--- config.mk ---
export PLATFORM = sky130hd
export DESIGN_NAME = rvv_backend_dispatch_raw_scoreboard
export DESIGN_NICKNAME = d
export VERILOG_FILES = /design/src/rtl/rvv_backend_dispatch_raw_scoreboard_pkg.sv /design/src/rtl/rvv_backend_dispatch_raw_scoreboard_chk.sv /design/src/rtl/rvv_backend_dispatch_raw_scoreboard_sb_cnt.sv /design/src/rtl/rvv_backend_dispatch_raw_scoreboard.sv
export SDC_FILE = /design/constraint.sdc
export NUM_CORES = 1
export LEC_CHECK = 0
export ABC_AREA = 1
export BUFFER_PORTS_ARGS = -buffer_cell sky130_fd_sc_hd__buf_2
export CORE_UTILIZATION = 35
export CTS_CLUSTER_SIZE = 28
export DETAILED_ROUTE_END_ITERATION = 10
export SLEW_MARGIN = 40
export SYNTH_ARGS = -nofsm -noshare
export SYNTH_HDL_FRONTEND = slang
export SYNTH_SLANG_ARGS = --single-unit
--- constraint.sdc ---
create_clock -name clk -period 6.1 [get_ports clk]
set_input_delay 0.305 -clock clk [delete_from_list [all_inputs] [get_ports clk]]
set_output_delay 0.305 -clock clk [all_outputs]
set_load 0.03 [all_outputs]
--- src/rtl/rvv_backend_dispatch_raw_scoreboard_pkg.sv ---
// Shared types for the dispatch RAW scoreboard: source/destination views of a
// uop, per-slot wait flags and the destination register-file encoding.
package rvv_backend_dispatch_raw_scoreboard_pkg;

  localparam int         NUM_VREG = 32;
  localparam logic [4:0] V0_INDEX = 5'd0;

  typedef enum logic {
    VRF = 1'b0,
    XRF = 1'b1
  } w_type_e;

  typedef struct packed {
    logic [4:0] vs1_index;
    logic       vs1_valid;
    logic [4:0] vs2_index;
    logic       vs2_valid;
    logic [4:0] vd_index;
    logic       vs3_valid;
    logic       vm;
  } SUC_UOP_RAW_t;

  typedef struct packed {
    logic vs1_wait;
    logic vs2_wait;
    logic vd_wait;
    logic v0_wait;
  } RAW_UOP_UOP_t;

  typedef struct packed {
    logic       w_valid;
    logic [4:0] w_index;
    w_type_e    w_type;
  } DST_UOP_SB_t;

  // Only vector-register writes occupy a scoreboard counter.
  function automatic logic is_tracked(input DST_UOP_SB_t d);
    return d.w_valid & (d.w_type == VRF);
  endfunction

endpackage

--- src/rtl/rvv_backend_dispatch_raw_scoreboard_chk.sv ---
// Protocol checker for one scoreboard counter: a writeback must never retire
// more writes than are outstanding, and the counter must never wrap.
module rvv_backend_dispatch_raw_scoreboard_chk #(
  parameter int CNT_W = 3,
  parameter int INC_W = 2,
  parameter int DEC_W = 3
) (
  input logic             clk,
  input logic             rst_n,
  input logic             flush,
  input logic [CNT_W-1:0] cnt,
  input logic [INC_W-1:0] inc,
  input logic [DEC_W-1:0] dec
);
  localparam int SUM_W   = CNT_W + INC_W + DEC_W;
  localparam int CNT_MAX = (1 << CNT_W) - 1;

  logic [SUM_W-1:0] sum_s;
  logic [SUM_W-1:0] dec_s;

  assign sum_s = SUM_W'(cnt) + SUM_W'(inc);
  assign dec_s = SUM_W'(dec);

  a_no_underflow: assert property (@(posedge clk) disable iff (!rst_n)
    !flush |-> (dec_s <= sum_s));

  a_no_overflow: assert property (@(posedge clk) disable iff (!rst_n)
    (!flush && (dec_s <= sum_s)) |-> ((sum_s - dec_s) <= SUM_W'(CNT_MAX)));

endmodule

--- src/rtl/rvv_backend_dispatch_raw_scoreboard_sb_cnt.sv ---
// Pending-write counter for one architectural vreg. Adds the writes dispatched
// this cycle, subtracts the writebacks completing this cycle; flush clears it.
module rvv_backend_dispatch_raw_scoreboard_sb_cnt #(
  parameter int CNT_W = 3,
  parameter int INC_W = 2,
  parameter int DEC_W = 3
) (
  input  logic             clk,
  input  logic             rst_n,
  input  logic             flush,
  input  logic [INC_W-1:0] inc,
  input  logic [DEC_W-1:0] dec,
  output logic [CNT_W-1:0] cnt,
  output logic             nonzero
);
  localparam int SUM_W = CNT_W + INC_W + DEC_W;

  logic [SUM_W-1:0] sum_s;
  logic [SUM_W-1:0] dec_ext_s;
  logic [CNT_W-1:0] cnt_d;
  logic [CNT_W-1:0] cnt_q;

  // Net the increment and decrement; an excess decrement saturates at zero.
  always_comb begin
    sum_s     = SUM_W'(cnt_q) + SUM_W'(inc);
    dec_ext_s = SUM_W'(dec);
    if (flush) begin
      cnt_d = '0;
    end else if (dec_ext_s > sum_s) begin
      cnt_d = '0;
    end else begin
      cnt_d = CNT_W'(sum_s - dec_ext_s);
    end
  end

  // Counter register, cleared asynchronously by reset.
  always_ff @(posedge clk or negedge rst_n) begin
    if (!rst_n) begin
      cnt_q <= '0;
    end else begin
      cnt_q <= cnt_d;
    end
  end

  assign cnt     = cnt_q;
  assign nonzero = |cnt_q;

  rvv_backend_dispatch_raw_scoreboard_chk #(
    .CNT_W(CNT_W),
    .INC_W(INC_W),
    .DEC_W(DEC_W)
  ) u_chk (
    .clk  (clk),
    .rst_n(rst_n),
    .flush(flush),
    .cnt  (cnt_q),
    .inc  (inc),
    .dec  (dec)
  );

endmodule

--- src/rtl/rvv_backend_dispatch_raw_scoreboard.sv ---
// Dispatch-stage RAW scoreboard. One pending-write counter per vreg; each
// cycle up to DISPATCH_NUM in-order candidates are checked against the
// counters and against older candidates in the same group, and a strict
// in-order prefix is granted.
// Optional feature macro: RAW_BYPASS_EN -- a source whose outstanding writes
// all complete this cycle does not wait (operand comes from the writeback
// bypass). Without it a source waits until its counter reads zero.
module rvv_backend_dispatch_raw_scoreboard
  import rvv_backend_dispatch_raw_scoreboard_pkg::*;
#(
  parameter int DISPATCH_NUM = 2,
  parameter int WB_NUM       = 4,
  parameter int CNT_W        = 3
) (
  input  logic                    clk,
  input  logic                    rst_n,
  input  logic                    flush,
  input  logic [DISPATCH_NUM-1:0] uop_valid,
  input  SUC_UOP_RAW_t            suc_uop   [DISPATCH_NUM],
  input  DST_UOP_SB_t             dst_uop   [DISPATCH_NUM],
  output logic [DISPATCH_NUM-1:0] uop_ready,
  output RAW_UOP_UOP_t            raw_wait  [DISPATCH_NUM],
  input  logic [WB_NUM-1:0]       wb_valid,
  input  logic [4:0]              wb_index  [WB_NUM],
  output logic [31:0]             pend_vec,
  output logic                    sb_busy
);
  localparam int INC_W   = $clog2(DISPATCH_NUM + 1);
  localparam int DEC_W   = $clog2(WB_NUM + 1);
  localparam int CNT_MAX = (1 << CNT_W) - 1;
  // A writer is held back once its counter could not absorb a full group.
  localparam logic [CNT_W-1:0] CAP_LIM = CNT_W'(CNT_MAX - DISPATCH_NUM);

  logic [CNT_W-1:0]        pend_cnt_s [NUM_VREG];
  logic [NUM_VREG-1:0]     pend_nz_s;
  logic [NUM_VREG-1:0]     src_pend_s;
  logic [INC_W-1:0]        inc_s      [NUM_VREG];
  logic [DEC_W-1:0]        dec_s      [NUM_VREG];
  logic [DISPATCH_NUM-1:0] tracked_s;
  logic [DISPATCH_NUM-1:0] cap_s;
  logic [DISPATCH_NUM-1:0] ready_s;
  RAW_UOP_UOP_t            wait_s     [DISPATCH_NUM];

  // Slots whose destination is a tracked vector-register write.
  always_comb begin
    for (int i = 0; i < DISPATCH_NUM; i++) begin
      tracked_s[i] = is_tracked(dst_uop[i]);
    end
  end

  // Count completing writebacks per vreg and mark vregs that still hold a hazard.
  always_comb begin
    for (int r = 0; r < NUM_VREG; r++) begin
      dec_s[r] = '0;
      for (int p = 0; p < WB_NUM; p++) begin
        dec_s[r] = dec_s[r] + DEC_W'(wb_valid[p] & (wb_index[p] == 5'(r)));
      end
`ifdef RAW_BYPASS_EN
      src_pend_s[r] = pend_nz_s[r] & (32'(pend_cnt_s[r]) != 32'(dec_s[r]));
`else
      src_pend_s[r] = pend_nz_s[r];
`endif
    end
  end

  // Per-slot source hazards, capacity stall and the in-order ready prefix.
  always_comb begin
    logic [4:0] idx [4];
    logic [3:0] vld;
    logic [3:0] hit;
    logic       chain;
    chain = rst_n & ~flush;
    for (int i = 0; i < DISPATCH_NUM; i++) begin
      idx[0] = suc_uop[i].vs1_index;
      idx[1] = suc_uop[i].vs2_index;
      idx[2] = suc_uop[i].vd_index;
      idx[3] = V0_INDEX;
      vld    = {~suc_uop[i].vm, suc_uop[i].vs3_valid, suc_uop[i].vs2_valid, suc_uop[i].vs1_valid};
      for (int f = 0; f < 4; f++) begin
        hit[f] = src_pend_s[idx[f]];
        for (int j = 0; j < DISPATCH_NUM; j++) begin
          hit[f] = hit[f] | ((j < i) & uop_valid[j] & tracked_s[j] &
                             (dst_uop[j].w_index == idx[f]));
        end
      end
      hit       = hit & vld & {4{rst_n}};
      wait_s[i] = '{vs1_wait: hit[0], vs2_wait: hit[1], vd_wait: hit[2], v0_wait: hit[3]};
      cap_s[i]  = tracked_s[i] & (pend_cnt_s[dst_uop[i].w_index] > CAP_LIM);
      chain     = chain & uop_valid[i] & ~(|hit) & ~cap_s[i];
      ready_s[i] = chain;
    end
  end

  // Number of dispatching slots adding a tracked write to each vreg.
  always_comb begin
    for (int r = 0; r < NUM_VREG; r++) begin
      inc_s[r] = '0;
      for (int i = 0; i < DISPATCH_NUM; i++) begin
        inc_s[r] = inc_s[r] + INC_W'(ready_s[i] & tracked_s[i] &
                                     (dst_uop[i].w_index == 5'(r)));
      end
    end
  end

  for (genvar r = 0; r < NUM_VREG; r++) begin : g_cnt
    rvv_backend_dispatch_raw_scoreboard_sb_cnt #(
      .CNT_W(CNT_W),
      .INC_W(INC_W),
      .DEC_W(DEC_W)
    ) u_cnt (
      .clk    (clk),
      .rst_n  (rst_n),
      .flush  (flush),
      .inc    (inc_s[r]),
      .dec    (dec_s[r]),
      .cnt    (pend_cnt_s[r]),
      .nonzero(pend_nz_s[r])
    );
  end

  assign uop_ready = ready_s;
  assign raw_wait  = wait_s;
  assign pend_vec  = pend_nz_s;
  assign sb_busy   = |pend_nz_s;

endmodule
-- After elaboration in Yosys (flattened, before gate mapping)
Cells that the tools add are included.
- muxes and demuxes: 82
- eq/ne operators: 189
- bitwise gates (word level): 229
- $add $sub $neg: 192
- magnitude comparators: 42
- reduce and logical (&&, ||, !) cells: 41
- operators with widths (kind ; count):
    5-bit == test (second input constant) ; 96
    5-bit by 4-bit == test with 1-bit output (second input constant) ; 48
    3-bit two-way mux ; 68
    1-bit AND ; 147
    3-bit by 2-bit adder with 4-bit output ; 32
    3-bit by 4-bit > comparator with 1-bit output ; 32
    2-bit by 1-bit AND with 2-bit output ; 63
    5-bit by 3-bit == test with 1-bit output (second input constant) ; 24
    2-bit by 1-bit adder with 3-bit output ; 32
    3-bit by 1-bit adder with 3-bit output ; 32
    3-bit OR reduction ; 32
    96-bit OR reduction ; 1
    3-bit subtractor ; 32
    1-bit by 1-bit adder with 2-bit output ; 32
    2-bit adder ; 32
    5-bit by 2-bit == test with 1-bit output (second input constant) ; 12
    5-bit by 6-bit < comparator with 1-bit output (second input constant) ; 6
    1-bit binary-select mux with 5-bit select ; 6
    3-bit binary-select mux with 5-bit select ; 2
    5-bit by 1-bit == test with 1-bit output (second input constant) ; 6
    5-bit logical NOT ; 6
    4-bit AND ; 4
    5-bit == test ; 3
    6-bit >= comparator (second input constant) ; 2
    6 further kinds ; 25
- flip-flop bits (word level): 96
- bits of input ports: 81

-- Longest topological paths before layout
- word-level depth: 19
- gate-level depth with buffers: 31
- depth with buffers taken out: 28

-- Hierarchy
A second synthesis with hierarchy kept.
- cell total of the unflattened synthesis: 2644
- area, all modules: 17848.4 µm²
- by module, submodules not included (module ; instances ; area each (µm²) ; cells an instance ; seq. area each (µm²)):
    rvv_backend_dispatch_raw_scoreboard_sb_cnt ; 32 ; 322.8 ; 37 ; 75.1
    rvv_backend_dispatch_raw_scoreboard ; 1 ; 7518.5 ; 1460 ; 0.0

-- Least setup slack after synthesis
No wires, ideal clock.
- kind: input port to flip-flop
- from: in dst_uop[8] (netlist name)
- to: reg g_cnt[24].u_cnt.cnt_q[1]
- buffers on the path: 2
- library setup time: 132 ps
- arrival time: 4114 ps
- stages: 26
- slack: 1855 ps
- cell sequence: buf_4 -> inv_2 -> nand2_2 -> nor2_1 -> a31oi_1 -> nor3_1 -> nor2_1 -> nand2_1 -> inv_1 -> nand2_1 -> nor2_1 -> nand3_2 -> buf_2 -> nor2_1 -> ha_1 -> ha_1 -> fa_1 -> inv_1 -> ha_1 -> nand2_1 -> o21ai_0 -> o21ai_0 -> a31oi_1 -> inv_1 -> nand2_1 -> nor2_1
- RTL lines (item ; line ; text):
    start: declaration ; rvv_backend_dispatch_raw_scoreboard.sv:20 ; input DST_UOP_SB_t dst_uop [DISPATCH_NUM],
    end signal: assignment ; rvv_backend_dispatch_raw_scoreboard_sb_cnt.sv:41 ; cnt_q <= cnt_d;
    end: declaration ; rvv_backend_dispatch_raw_scoreboard_sb_cnt.sv:21 ; logic [CNT_W-1:0] cnt_q;

-- Worst setup path after layout
- from: reg g_cnt[22].u_cnt.cnt_q[1]
- to: reg g_cnt[6].u_cnt.cnt_q[1]
- word-level cells in the longest chain between the ends: 19
- ends and longest elaborated chain (item ; line ; text):
    start: declaration ; rvv_backend_dispatch_raw_scoreboard_sb_cnt.sv:21 ;
    start signal: assignment ; rvv_backend_dispatch_raw_scoreboard_sb_cnt.sv:41 ;
    3-bit OR reduction ; rvv_backend_dispatch_raw_scoreboard_sb_cnt.sv:46 ; assign nonzero = |cnt_q;
    1-bit binary-select mux with 5-bit select ; rvv_backend_dispatch_raw_scoreboard.sv:80 ; hit[f] = src_pend_s[idx[f]];
    1-bit two-way mux (implied by the code) ; rvv_backend_dispatch_raw_scoreboard.sv:80 ;
    4-bit AND (2 in a row) ; rvv_backend_dispatch_raw_scoreboard.sv:86 ; hit = hit & vld & {4{rst_n}};
    4-bit OR reduction ; rvv_backend_dispatch_raw_scoreboard.sv:89 ; chain = chain & uop_valid[i] & ~(|hit) & ~cap_s[i];
    1-bit NOT ; rvv_backend_dispatch_raw_scoreboard.sv:89 ;
    1-bit AND (5 in a row) ; rvv_backend_dispatch_raw_scoreboard.sv:89 ;
    1-bit AND ; rvv_backend_dispatch_raw_scoreboard.sv:99 ; inc_s[r] = inc_s[r] + INC_W'(ready_s[i] & tracked_s[i] &
    2-bit by 1-bit AND with 2-bit output ; rvv_backend_dispatch_raw_scoreboard.sv:99 ;
    2-bit adder (*) ; rvv_backend_dispatch_raw_scoreboard.sv:99 ;
    3-bit by 2-bit adder with 4-bit output (*) ; n/a ;
    3-bit by 4-bit > comparator with 1-bit output or 3-bit subtractor (tied branches) ; rvv_backend_dispatch_raw_scoreboard_sb_cnt.sv:29, rvv_backend_dispatch_raw_scoreboard_sb_cnt.sv:32 ;
    3-bit two-way mux (*) ; rvv_backend_dispatch_raw_scoreboard_sb_cnt.sv:29 ; end else if (dec_ext_s > sum_s) begin
    3-bit two-way mux (*) ; rvv_backend_dispatch_raw_scoreboard_sb_cnt.sv:27 ; if (flush) begin
    named net g_cnt[6].u_cnt.cnt_d[1] ; rvv_backend_dispatch_raw_scoreboard_sb_cnt.sv:20 ; logic [CNT_W-1:0] cnt_d;
    end signal: assignment ; rvv_backend_dispatch_raw_scoreboard_sb_cnt.sv:41 ;
    end: declaration ; rvv_backend_dispatch_raw_scoreboard_sb_cnt.sv:21 ;
Mark *: on every way through the listed nets, which the timed path passes. The rest lies on a longest branch. The select of a mux whose other input is x is not followed.

==> results.env <==
TIMING.CLOCK.SKEW_PS=18.10
CTS.REPORTEDPATHS.CLKPINSLEW_PS=80
FINAL_HOLD_VIOL_COUNT=0
GRT_PASS1_WL_UM=103100
GLOBAL_ROUTE.USAGE.MET3=0.05439
SYNTH_AREA_LEADERS='ha_1 (22%), dfrtp_1 (14%), nand2_1 (12%)'
CTS_MADE_BUFFERS=9
SWITCHING_SHARE=0.4533
CTS_NUM_SINKS=96
MAXCAPVIOLATIONS=0
RESULT_OF_THE_RUN='completed'
POST_CTS_RESIZE_COUNT=0
GRT.OVERFLOW.TOTAL=0
POWER.SHARE.SEQUENTIAL=0.298
SETUP.WORST_PATH.END_CLASS='flop'
YOSYSWARNINGS=0
MAX_FREQ_GHz=0.1809
FIRST_ITER_VIOLATIONS=1887
PORTS=124
POST-SYNTH-TOP-AREA-FRACTION=0.2239
CHIPWIDTH_UM=223.4
SYNTH_COMMON_CELLS='nand2_1 (554), nor2_1 (342), inv_1 (340)'
GRT.MET2_USAGE=0.4262
YOSYS.AREA.TOP_TYPE='ha_1'
ROUTE.DETAILED.VIAS_PER_INST=5.461
GRT_USE_TOTAL=0.2747
DIE_HEIGHT_UM=223.4
GP_CONGESTION=1.011
TIMING.MAX_SLEW.REL_SLACK=0.3985
CRIT_FANOUT=16
FINAL_PERIOD_MINUS_WORST_SETUP_SLACK_PS=5528
SWITCHING_POWER_mW=1.098
IR_DROP_V=0.0001504
ANTENNA_FOUND_INITIAL=0
SYNTHARSTFLOPSHARE=1.000
GRT_PASS1_VIAS=17070
MAXSLEWVIOLCOUNT=0
YS_SEQ_ELEMENTS=96
DRT-PASS1-ITER-COUNT=6
INITIAL_CORE_UTIL=0.3571
CTS_SETUP_BUFFERS=0
CPLARGESTDELAYFAMILY='simple AND/OR/NAND/NOR gates'
FILLER_CELL_COUNT=5167
SYNTH_EDF_COUNT=0
CELLLEAKAGEPOWER_nW=9.901
CRITPATHLAUNCHTYPE='flop'
YOSYS.CELL_TYPES.COUNT=34
PLACE.PORT_BUFFERS=123
HOLD_BUFFERS=0
CRITICAL_PATH_ARRIVAL_PS=5770
AVGROUTEDWIREPERCELL_UM=21.13
SHARE_CLK_OF_TOTAL_POWER=0.265
POWER-PER-CELL-AREA_nW_PER_UM2=130.8
CRITPATHMOSTFREQUENTCELL='nand2_1'
DP_HPWL_UM=54790
TOP_USAGE_LAYER='met2'
CRIT_PATH_TOP_DELAY_CELL='fa_1'
HP-CLASS='primary input to async pin'
SYNTH.MOST_COMMON_CELL='nand2_1'
DRC=0
FINALNETCOUNT=3062
SYNTHCELLS=2520
LAYOUT_WORST_PATH_CYCLE_SHARE=0.9063
SYNTHESIS.AREA_UM2=17160
FRACTION_OF_POWER_CONSUMED_BY_COMBINATIONAL_CELLS=0.436
CELLINTERNALPOWER_mW=1.325
CLK-INSERTION-DELAY-LATE_PS=410
CLK_ROOT_BUFFER_CELL='clkbuf_16'
AREA_GROWTH_SYN_TO_FIN_PCT=8.008
TOTALWIRELENGTH_UM=67600
POST_SYNTH.CELL_AREA_AVG_UM2=6.808
MULTI_INPUT_AREA_UM2=12870
GRT_START_MAX_NET_PINS=61
FIN_TNS_SETUP_PS=0
SYNTH_SEQ_AREA_SHARE=0.1400
CTS_TREE='yes'
LARGEST_STAGE_DELAY_ON_THE_CRITICAL_PATH_PS=570
MAPPEDNETLISTNETS=3004
GRTUSAGEMET1=0.3718
DETAILROUTE.VIA_COUNT=17470
SEQCELLAREA_UM2=2402
CRITICAL_PATH_TYPE='flop to flop'
SETUP_VIOL=0
DIE-AREA_UM2=49910
CTS_MAX_PATH_BUFFERS=2
CORE_AREA_UM2=48050
SYNTHFLOPTYPE='dfrtp_1'
ANTENNA_VIOLATING_NETS_POST_ROUTE=0
TOTALPOWERFINAL_mW=2.423
CP.REQUIRED_PS=6350
MAX_SLEW.WORST_PIN.SLEW_PS=899.0
CLOCK_TREE.HTREE_LEVEL_COUNT=3
NUMBER_OF_FLIP_FLOPS_IN_THE_LARGEST_REGISTER=96
ROW_COUNT=80
CRIT_BUF_INV=2
RSZ_0062_RAISED_AFTER_GLOBAL_ROUTING='no'
POST_ROUTE_CELLS_DRIVE_ABOVE_1_SHARE=0.07433
[area by class of cell]
type	instances	area share
Timing Repair Buffer	148	0.04504
Multi-Input combinational cell	1965	0.6944
Antenna cell	1	0.0001351
Tap cell	615	0.04153
Clock inverter	4	0.002836
Sequential cell	96	0.1297
Clock buffer	12	0.01384
Inverter	358	0.07252
[cell usage in the layout (no fill, tap or decap), types with 2 or more instances in the layout]
cell type / synthesis / layout
ha_1: 307 / 307
a21oi_1: 71 / 71
clkbuf_16: 0 / 9
clkinv_1: 2 / 2
nor3_1: 38 / 38
inv_1: 340 / 340
nor4_1: 10 / 10
nand3_2: 3 / 3
o21ai_1: 24 / 24
nand3b_1: 16 / 16
nand3_1: 311 / 311
nand2_1: 554 / 553
clkinv_4: 0 / 2
o211ai_1: 4 / 4
inv_2: 16 / 16
a31oi_1: 28 / 28
nor2_1: 342 / 342
nor2_2: 5 / 5
xnor2_1: 30 / 30
clkbuf_8: 0 / 2
dfrtp_1: 96 / 96
buf_12: 0 / 2
buf_4: 33 / 23
nand2_2: 2 / 3
xor2_1: 38 / 38
fa_1: 96 / 96
o21ai_0: 69 / 69
nand4_1: 10 / 10
buf_2: 33 / 122
[layer usage]
layer / vias up / wire, um
met5: - / 0
met4: 0 / 2904
met3: 164 / 6468
met2: 891 / 29270
met1: 8252 / 28960
li1: 8163 / -
[worst reg2reg max path, cell delays in order (launching register included)]
cell,delay (ps)
dfrtp_1,430
nor2_1,440
nand2_1,410
nand2_1,150
nand3_1,80
nand3_1,80
nand3_1,70
nand3_1,80
nand2_1,100
nand2_1,150
nand3_1,130
nor2_4,180
nand3_2,550
nor2_1,290
ha_1,280
ha_1,200
fa_1,570
inv_1,70
ha_1,300
nand2_1,50
o21ai_0,220
o21ai_0,160
a31oi_1,210
inv_1,80
nand2_1,70
nor2_1,40
[metrics by stage]
| stage | hold WS (ps) | cell area [um^2] | instances | util | setup slack [ps] |
|---|---|---|---|---|---|
| detailed placement | 589.5 | 18220 | 3182 | 0.3792 | 748.2 |
| floorplan | 9.409 | 17160 | 2520 | - | 1855 |
| CTS | 151.5 | 18530 | 3198 | 0.3856 | 720.9 |
| finish | 122.8 | 18530 | 3199 | 0.3857 | 571.8 |
| global placement | 584.6 | 18210 | 3182 | 0.3790 | 777.2 |
| global route | 185.6 | 18530 | 3198 | 0.3856 | 247.8 |
[logic make-up (layout without fill, tap and decap cells)]
logic type                 count (synthesis)  after routing  share of synthesized area
other                                      0              1                          0
adders and majority gates                403            403                     0.3359
AOI/OAI and AO/OA                        198            198                    0.06061
buffers and inverters                    459            522                     0.1101
and+or+nand+nor                         1296           1296                     0.3186
DFF                                       96             96                     0.1400
xor gates and xnor gates                  68             68                    0.03472
[power groups by stage]
stage          combinational, mW  clock (mW)  sequential, mW
5_1_grt                     1.15       0.675           0.727
3_5_place_dp                1.03           0           0.733
3_3_place_gp                1.02           0           0.732
6_report                    1.06       0.643           0.723
4_1_cts                     1.04       0.657           0.721
2_1_floorplan              0.713           0           0.711
[worst paths after layout]
| kind | from | to | slack (ps) | depth (start not counted) |
|---|---|---|---|---|
| setup / recovery | g_cnt[22].u_cnt.cnt[1]$_DFF_PN0_ | g_cnt[6].u_cnt.cnt[1]$_DFF_PN0_ | 570 | 25 |
| hold / removal | rst_n | g_cnt[27].u_cnt.cnt[0]$_DFF_PN0_ | 120 | 2 |
| setup reg to reg | g_cnt[22].u_cnt.cnt[1]$_DFF_PN0_ | g_cnt[6].u_cnt.cnt[1]$_DFF_PN0_ | 570 | 25 |
| hold reg to reg | g_cnt[19].u_cnt.cnt[0]$_DFF_PN0_ | g_cnt[19].u_cnt.cnt[0]$_DFF_PN0_ | 780 | 3 |
| max in group asynchronous | rst_n | g_cnt[20].u_cnt.cnt[0]$_DFF_PN0_ | 4920 | 3 |
| min in group clk | flush | g_cnt[27].u_cnt.cnt[1]$_DFF_PN0_ | 600 | 3 |
(Power assumes the default switching activity.)
